<file path="src/rtl/adder_result_accum.sv">
// Window accumulator for 4-bit adder results ({cout,sum}); sums WINDOW accepted samples
// and presents the total on a held valid/ready output with a sticky overflow flag.
module adder_result_accum #(
   parameter int  ACC_W  = 8,
   parameter int  WINDOW = 8,
   parameter int  SAT    = 1,
   localparam int CNT_W  = $clog2(WINDOW + 1)
) (
   input  logic             clk,
   input  logic             reset,
   input  logic             clear,
   input  logic             in_valid,
   input  logic [2:0]       in_sum,
   input  logic             in_cout,
   output logic             in_ready,
   output logic             out_valid,
   input  logic             out_ready,
   output logic [ACC_W-1:0] out_total,
   output logic [CNT_W-1:0] out_count,
   output logic             out_ovf
);

   typedef enum logic {ACCUM, HOLD} state_t;

   state_t           state;
   state_t           state_next;
   logic [ACC_W-1:0] acc;
   logic [CNT_W-1:0] cnt;
   logic             ovf;
   logic [3:0]       v;
   logic             accept;
   logic             last;
   logic [ACC_W:0]   sum_ext;

   always_comb begin
      v       = {in_cout, in_sum};
      accept  = in_valid && (state == ACCUM);
      sum_ext = {1'b0, acc} + {{(ACC_W - 3){1'b0}}, v};
      last    = (cnt == CNT_W'(WINDOW - 1));
   end

   always_ff @(posedge clk) begin
      if (reset) begin
         state <= ACCUM;
      end else begin
         state <= state_next;
      end
   end

   always_comb begin
      state_next = state;
      if (clear) begin
         state_next = ACCUM;
      end else begin
         case (state)
            ACCUM:   if (accept && last) state_next = HOLD;
            HOLD:    if (out_ready) state_next = ACCUM;
            default: state_next = ACCUM;
         endcase
      end
   end

   // Saturation sticks once overflow is seen, so later small samples cannot un-saturate.
   always_ff @(posedge clk) begin
      if (reset || clear) begin
         acc <= '0;
         cnt <= '0;
         ovf <= 1'b0;
      end else if (state == HOLD) begin
         if (out_ready) begin
            acc <= '0;
            cnt <= '0;
            ovf <= 1'b0;
         end
      end else if (accept) begin
         cnt <= cnt + 1'b1;
         if (sum_ext[ACC_W]) begin
            ovf <= 1'b1;
         end
         if ((SAT != 0) && (sum_ext[ACC_W] || ovf)) begin
            acc <= '1;
         end else begin
            acc <= sum_ext[ACC_W-1:0];
         end
      end
   end

   always_comb begin
      in_ready  = (state == ACCUM);
      out_valid = (state == HOLD);
      out_total = acc;
      out_count = cnt;
      out_ovf   = ovf;
   end

endmodule

</file>
<file path="config.mk">
export PLATFORM = sky130hd
export DESIGN_NAME = adder_result_accum
export DESIGN_NICKNAME = d
export VERILOG_FILES = /design/src/rtl/adder_result_accum.sv
export SDC_FILE = /design/constraint.sdc
export NUM_CORES = 1
export LEC_CHECK = 0
export BUFFER_PORTS_ARGS = -buffer_cell sky130_fd_sc_hd__buf_2
export CAP_MARGIN = 30
export CORE_UTILIZATION = 49
export DETAILED_ROUTE_END_ITERATION = 12
export GPL_TIMING_DRIVEN = 0
export HOLD_SLACK_MARGIN = 0.15
export PLACE_DENSITY = 0.81
export SYNTH_ARGS = -nofsm -noshare
export SYNTH_HDL_FRONTEND = slang
export SYNTH_SLANG_ARGS = --single-unit
</file>
<file path="constraint.sdc">
create_clock -name clk -period 1.75 [get_ports clk]
set_input_delay 0.35 -clock clk [delete_from_list [all_inputs] [get_ports clk]]
set_output_delay 0.35 -clock clk [all_outputs]
set_load 0.05 [all_outputs]
</file>
==> impl_metrics.tcl, run 1 <==
set metrics [dict create \
    synth_edf_count 0 \
    ctsLongestPathBuffers 2 \
    crit_fanout 4 \
    end_kind "register" \
    cp-start-kind "register" \
    ys_seq_area_frac 0.344 \
    grt_pass1_vias 693 \
    track_usage 0.210 \
    ys_warn_count 0 \
    fp.dieW_um 42.8 \
    rows 14 \
    dp.cells 135 \
    clk_latency_ps 290 \
    cp.required_ps 1930 \
    netlist_instances 96 \
    relSlewSlack 0.717 \
    cts_sinks 14 \
    worstSetupPathType "reg2reg" \
    cts_tree "built" \
    synthArstFlopShare 0 \
    dpl.hpwl_um 1420 \
    routed_wl_um 1910 \
    nets 139 \
    wl_per_cell_um 13.7 \
    drv_slew 0 \
    layout_setup_ws_ps 70.4 \
    worst_slew_pin_slew_ps 425 \
    die_h_um 42.8 \
    fin_skew_ps 4.84 \
    synth-main-ff-cell "dfxtp_1" \
    gp_congestion 0.758 \
    drtIter0Drc 17 \
    synth.distinct_cells 33 \
    numCtsBuffers 3 \
    outcome "completed" \
    vias_per_cell 5.72 \
    vias 795 \
    grt_max_degree 11 \
    drc 0 \
    syn-mean-instance-area_um2 8.48 \
    p_leak_nw 0.427 \
    dr.pass1.iters 4 \
    fin_util 0.654 \
    h-tree-depth 1 \
    ant_nets 0 \
    finalCriticalPeriod_ps 1680 \
    worstRegToRegCells 6 \
    dpl_cell_area_um2 952 \
    drive_gt1_frac 0.325 \
    clkSlewWorstSetupHoldPaths_ps 90 \
    post-place-ws_ps -173 \
    ys_ff_latch 14 \
    grt_first_pass_wirelength_um 2890 \
    fin_cells 139 \
    fin_crit_sh 0.960 \
    setup_violations 0 \
    syn_nets 111 \
    start_util 0.534 \
    hold_viol 0 \
    syn_area_um2 815 \
    whs_path_depth 3 \
    p_per_area_mw_per_mm2 695 \
    portBuffers 23 \
    die_area_mm2 0.00183 \
    antenna_found_initial 0 \
    cts_hold_buffers 0 \
    core_area_mm2 0.00152 \
    antenna_cells 0 \
    io_pins 24 \
    fin_area_um2 996 \
    arrival_ps 1860 \
    hp-class "in2reg" \
    max_freq_ghz 0.595 \
    maxCapViolCount 0 \
    area_growth_syn_to_layout_pct 22.3 \
    max-vdd-ir-drop_mv 0.522 \
    p_total_uw 692 \
    root_buffer "clkbuf_4" \
    grt_overflow 0 \
]
[worst paths after layout]
kind / start / to / slack [ps]
hold reg to reg: out_total[6]$_SDFFE_PP0P_ / out_total[6]$_SDFFE_PP0P_ / 500
setup / recovery: out_total[0]$_SDFFE_PP0P_ / out_total[5]$_SDFFE_PP0P_ / 70
hold / removal: in_valid / out_valid$_SDFF_PP0_ / 310
setup reg to reg: out_total[0]$_SDFFE_PP0P_ / out_total[5]$_SDFFE_PP0P_ / 70
[synthesized netlist by cell type (all sizes together), types with 2 or more instances]
master / count / area [um2]
dfxtp: 14 / 280
nand2b: 2 / 12.5
nor2: 12 / 45.0
xnor2: 2 / 17.5
nand2: 9 / 33.8
ha: 5 / 62.6
nand3: 3 / 15.0
a21oi: 13 / 72.6
xor2: 2 / 17.5
nand4: 2 / 12.5
a311oi: 2 / 23.8
inv: 4 / 15.0
o21ai: 5 / 25.0
buf: 3 / 17.5
a211oi: 5 / 47.5
[per-stage QoR]
stage	hold slack (ps)	TNS [ps]
3_3_place_gp	482	-572
2_1_floorplan	489	0
4_1_cts	312	0
6_report	315	0
3_5_place_dp	488	-772
5_1_grt	342	-15.7
[cell usage in the layout (no fill, tap or decap), types with 2 or more instances in the layout]
cell type   n
nor2_1     11
buf_2      25
dfxtp_1    12
nand4_1     2
dfxtp_2     2
a211oi_1    3
xor2_1      2
xnor2_1     2
clkbuf_4    3
nand3_1     2
a21oi_1    11
nand2_1     9
o21ai_0     3
ha_1        5
a211oi_2    2
nand2b_1    2
a21oi_2     2
o21ai_1     2
inv_1       4
[metal layers]
metal	vias to the layer above	share of wire	track usage
met1	366	0.46	0.258
met3	3	0.055	0.0255
li1	400	-	-
met4	0	0.014	0.106
met2	26	0.47	0.355
met5	-	0	0
[state kept, by name, summed over array words and instances, names as in the netlist]
| name | flops |
|---|---|
| out_count | 4 |
| out_total | 8 |
| out_valid | 1 |
| out_ovf | 1 |
[worst max-delay path, cell delays in order, from the launching register on]
cell      delay, ps
dfxtp_2         340
ha_1            210
fa_1            440
nand3_2         140
a21oi_2          90
a311oi_1        260
o21ai_1          80
[final cells by class]
type | count | area [um2]
Timing Repair Buffer | 23 | 115
Sequential cell | 14 | 283
Inverter | 4 | 15.0
Fill cell | 144 | 528
Tap cell | 16 | 20.0
Multi-Input combinational cell | 74 | 505
Clock buffer | 4 | 36.3
Buffer | 4 | 21.3
[cells by family after synthesis]
group / Yosys count / share of synthesized area
DFF: 14 / 0.344
buffers and inverters: 8 / 0.0445
adders and majority gates: 6 / 0.101
AOI/OAI and AO/OA: 31 / 0.272
and+or+nand+nor: 33 / 0.195
xor gates and xnor gates: 4 / 0.0430
[power by group]
part | switching, mW | leakage, nW | total, mW | internal (mW)
Sequential | 0.00615 | 0.114 | 0.331 | 0.325
Clock | 0.116 | 0.0210 | 0.243 | 0.127
Combinational | 0.0755 | 0.292 | 0.118 | 0.0426
[timing repair]
item | 4_1_cts | 5_1_grt
resized for setup | 1 | 1
endpoints found under the setup margin | 3 | 5
setup buffers | 0 | 0
No activity file was read; power rests on OpenSTA's default activity.
==> run 2: changes to the inputs <==
CORE_MARGIN = 10   (was default)
==> impl_metrics.tcl, run 2 (synthesized netlist as in run 1, its figures left out) <==
set metrics [dict create \
    outcome "completed" \
    p_per_area_mw_per_mm2 690 \
    drc 0 \
    die_area_mm2 0.00369 \
    worst_slew_pin_slew_ps 383 \
    maxCapViolCount 0 \
    max_freq_ghz 0.604 \
    crit_buf_inv 0 \
    sequentialPowerShare 0.482 \
    die_h_um 60.8 \
    finalCriticalPeriod_ps 1650 \
    vias_per_cell 5.73 \
    portBuffers 23 \
    largest_reg_flops 8 \
    dr.pass1.iters 4 \
    grt_max_degree 11 \
    fin_crit_sh 0.945 \
    vias 796 \
    ant_nets 0 \
    start_util 0.528 \
    dpl.hpwl_um 1590 \
    relSlewSlack 0.745 \
    intPower_uw 495 \
    final_common_cell "buf_2" \
    io_pins 24 \
    nets 139 \
    arrival_ps 1830 \
    area_growth_syn_to_layout_pct 22.3 \
    cts_tree "built" \
    drtIter0Drc 21 \
    cp.required_ps 1920 \
    grt_overflow 0 \
    clk_latency_ps 290 \
    cts_sinks 14 \
    grt_first_pass_wirelength_um 3410 \
    final_cell_mix "buf_2 (25), dfxtp_1 (12), nor2_1 (11), a21oi_1 (11), nand2_1 (9)" \
    worstSetupStartpoint "out_total[0]$_SDFFE_PP0P_" \
    multiInputGateArea_um2 505 \
    rsz0062_at_grt "no" \
    holdCritStartpoint "in_valid" \
    worstSetupPathType "reg2reg" \
    h-tree-depth 1 \
    hold_viol 0 \
    wl_per_cell_um 14.4 \
    routed_wl_um 2000 \
    numCtsBuffers 3 \
    seq_area_um2 283 \
    crit_fanout 4 \
    max-vdd-ir-drop_mv 0.419 \
    slowest_delay_ps 430 \
    fin_util 0.646 \
    cts_hold_buffers 0 \
    antenna_found_initial 0 \
    end_kind "register" \
    setup_violations 0 \
    p_sw_frac 0.280 \
    clkSlewWorstSetupHoldPaths_ps 90 \
    fill_cells 130 \
    core_area_mm2 0.00154 \
    rows 14 \
    ctsLongestPathBuffers 2 \
    cp-start-kind "register" \
    fp.dieW_um 60.8 \
    drive_gt1_frac 0.325 \
    root_buffer "clkbuf_4" \
    p_clk_frac 0.348 \
    cp_cell_sequence "ha_1 -> fa_1 -> nand3_2 -> nand2_1 -> and4bb_1 -> a211oi_2" \
    cp_slowest_cell "fa_1" \
    gp_congestion 0.850 \
    power_switching_uw 192 \
    timing.rr.start "out_total[0]$_SDFFE_PP0P_" \
    cp_top_family "adder cells" \
    p_comb_frac 0.170 \
    whs_ps 319 \
    drv_slew 0 \
    fin_skew_ps 9.85 \
    grt_pass1_vias 765 \
    p_leak_nw 0.427 \
    antenna_cells 0 \
    hp-class "in2reg" \
    track_usage 0.118 \
]
## run 2: path summary, 6_finish.rpt
path / end / slack (ps) / depth (start not counted)
max: out_total[7]$_SDFFE_PP0P_ / 100 / 6
min: out_valid$_SDFF_PP0_ / 320 / 3
max reg2reg: out_total[7]$_SDFFE_PP0P_ / 100 / 6
min reg2reg: out_total[6]$_SDFFE_PP0P_ / 510 / 2
## run 2: layout make-up
| class | count | share of cell area |
|---|---|---|
| Buffer | 4 | 0.0214 |
| Sequential cell | 14 | 0.284 |
| Multi-Input combinational cell | 74 | 0.508 |
| Timing Repair Buffer | 23 | 0.116 |
| Tap cell | 16 | 0.0201 |
| Inverter | 4 | 0.0151 |
| Clock buffer | 4 | 0.0364 |
## run 2: power by group through the flow
stage               sequential, mW  clock, mW  combinational [mW]
floorplan                    0.360          0              0.0623
global placement             0.339          0               0.112
CTS                          0.332      0.245               0.116
detailed placement           0.339          0               0.116
finish                       0.331      0.239               0.117
global route                 0.333      0.265               0.130
## run 2: layer usage
metal  global-route usage  routed length [um]  up-vias  part of all wire
met5                    0                   0        -                 0
met4               0.0470                  29        0             0.014
met3               0.0397                 147        2             0.073
met2                0.182                 911       21              0.46
met1                0.148                 912      368              0.46
li1                     -                   -      405                 -
## run 2: what timing repair did
| action | in CTS | in global routing |
|---|---|---|
| hold endpoints to repair | 0 | 0 |
| endpoints found under the setup margin | 3 | 7 |
| buffers inserted | 0 | 0 |
| resized for setup | 1 | 1 |
## run 2: stage by stage
stage	setup WS, ps	std cells	cell area [um2]	TNS, ps	power (mW)
after CTS	26.4	139	991	0	0.692
after global placement	-153	135	952	-636	0.450
after floorplan	4.13	96	817	0	0.422
after global routing	3.52	139	996	0	0.728
final	95.5	139	996	0	0.687
after detailed placement	-168	135	952	-867	0.455
## run 2: worst register-to-register path: stages (launching register included)
cell      delay (ps)
dfxtp_2          340
ha_1             220
fa_1             430
nand3_2          140
nand2_1           90
and4bb_1         280
a211oi_2          50
==> run 3: changes to the inputs <==
--- a/config.mk
+++ b/config.mk
@@ -8,5 +8,4 @@
 export BUFFER_PORTS_ARGS = -buffer_cell sky130_fd_sc_hd__buf_2
 export CAP_MARGIN = 30
-export CORE_MARGIN = 10
 export CORE_UTILIZATION = 49
 export DETAILED_ROUTE_END_ITERATION = 12
==> constraint.sdc (replaced) <==
create_clock -name clk -period 1.75 [get_ports clk]
set_input_delay 0 -clock clk [delete_from_list [all_inputs] [get_ports clk]]
set_output_delay 0 -clock clk [all_outputs]
set_load 0.05 [all_outputs]
==> impl_metrics.tcl, run 3 (synthesized netlist as in run 1, its figures left out) <==
set metrics [dict create \
    power_switching_uw 204 \
    root_buffer "clkbuf_4" \
    end_kind "register" \
    p_clk_frac 0.351 \
    track_usage 0.218 \
    relSlewSlack 0.717 \
    max-vdd-ir-drop_mv 0.528 \
    h-tree-depth 1 \
    p_leak_nw 0.447 \
    dp.cells 135 \
    fin_skew_ps 4.63 \
    rows 14 \
    antenna_found_initial 0 \
    fin_crit_sh 0.968 \
    ant_nets 0 \
    grt_pass1_vias 742 \
    finalCriticalPeriod_ps 1690 \
    clk_latency_ps 290 \
    clkSlewWorstSetupHoldPaths_ps 100 \
    cts_setup_buffers 0 \
    outcome "completed" \
    holdCritStartpoint "in_sum[0]" \
    p_per_area_mw_per_mm2 673 \
    final_common_cell "buf_2" \
    drtIter0Drc 13 \
    arrival_ps 1880 \
    p_sw_frac 0.289 \
    start_util 0.534 \
    setup_violations 0 \
    cp.required_ps 1930 \
    sequentialPowerShare 0.471 \
    fill_cells 137 \
    cp-start-kind "register" \
    seq_area_um2 283 \
    multiInputGateArea_um2 505 \
    area_growth_syn_to_layout_pct 28.4 \
    fin_cells 144 \
    reg2reg_slack_ps 60 \
    ctsLongestPathBuffers 2 \
    crit_fanout 4 \
    intPower_uw 500 \
    cts_tree "built" \
    fin_util 0.686 \
    vias 831 \
    hp-class "in2reg" \
    worst_slew_pin_slew_ps 424 \
    portBuffers 23 \
    routed_wl_um 1990 \
    grt_max_degree 11 \
    core_area_mm2 0.00152 \
    nets 144 \
    dpl.hpwl_um 1420 \
    drv_slew 0 \
    max_freq_ghz 0.591 \
    largest_reg_flops 8 \
    hold_viol 0 \
    numCtsBuffers 3 \
    fp.dieW_um 42.8 \
    maxCapViolCount 0 \
    cts_sinks 14 \
    die_area_mm2 0.00183 \
    p_comb_frac 0.178 \
    io_pins 24 \
    grt_overflow 0 \
    antenna_cells 0 \
    die_h_um 42.8 \
    worstSetupPathType "reg2reg" \
    drive_gt1_frac 0.313 \
    worstSetupStartpoint "out_total[0]$_SDFFE_PP0P_" \
    dr.pass1.iters 4 \
    timing.rr.start "out_total[0]$_SDFFE_PP0P_" \
    wl_per_cell_um 13.8 \
    final_cell_mix "buf_2 (25), dfxtp_1 (12), nor2_1 (11), a21oi_1 (11), nand2_1 (9)" \
    gp_congestion 0.758 \
    vias_per_cell 5.77 \
    drc 0 \
    grt_first_pass_wirelength_um 3040 \
]
## run 3: cell type report
| class | instances | share of cell area |
|---|---|---|
| clock buffers | 4 | 0.0347 |
| plain buffers | 4 | 0.0203 |
| flip-flops and latches | 14 | 0.270 |
| inverters | 4 | 0.0144 |
| repair buffers | 28 | 0.158 |
| multi-input cells | 74 | 0.483 |
| well taps | 16 | 0.0191 |
## run 3: what timing repair did
item	4_1_cts	5_1_grt
hold buffers	5	0
setup endpoints to repair	3	5
hold endpoints to repair	7	0
gates resized for setup	1	1
cloned	0	0
## run 3: routing by layer
metal	global-route usage	share of wire	up-vias
met3	0.0255	0.046	3
met1	0.261	0.46	394
met5	0	0	-
li1	-	-	412
met4	0.106	0.014	0
met2	0.382	0.48	22
## run 3: through the flow
| stage | cell area, um2 | hold WS [ps] | TNS (ps) | setup slack [ps] | total power [mW] |
|---|---|---|---|---|---|
| 2_1_floorplan | 817 | 139 | 0 | 4.13 | 0.422 |
| 3_5_place_dp | 952 | 261 | -39.2 | -24.1 | 0.454 |
| 4_1_cts | 1040 | 218 | 0 | 54.0 | 0.697 |
| 5_1_grt | 1050 | 223 | -15.7 | -15.7 | 0.723 |
| 6_report | 1050 | 212 | 0 | 56.6 | 0.704 |
| 3_3_place_gp | 952 | 254 | 0 | 22.6 | 0.449 |
## run 3: final timing paths
path | end | depth (start not counted)
worst min-delay path | out_total[0]$_SDFFE_PP0P_ | 4
worst max-delay path | out_total[5]$_SDFFE_PP0P_ | 6
worst max register to register | out_total[5]$_SDFFE_PP0P_ | 6
worst min register to register | out_total[6]$_SDFFE_PP0P_ | 2
## run 3: worst max-delay path, cell delays in order, from the launching register on
cell and delay (ps):
dfxtp_2 340, ha_1 220, fa_1 440, nand3_2 140
a21oi_2 90, a311oi_1 270, o21ai_1 90
## run 3: power by group through the flow
stage | Sequential, mW | Combinational (mW) | Clock, mW
floorplan | 0.360 | 0.0623 | 0
global placement | 0.339 | 0.111 | 0
detailed placement | 0.339 | 0.115 | 0
CTS | 0.331 | 0.122 | 0.244
global route | 0.332 | 0.136 | 0.255
finish | 0.332 | 0.125 | 0.247
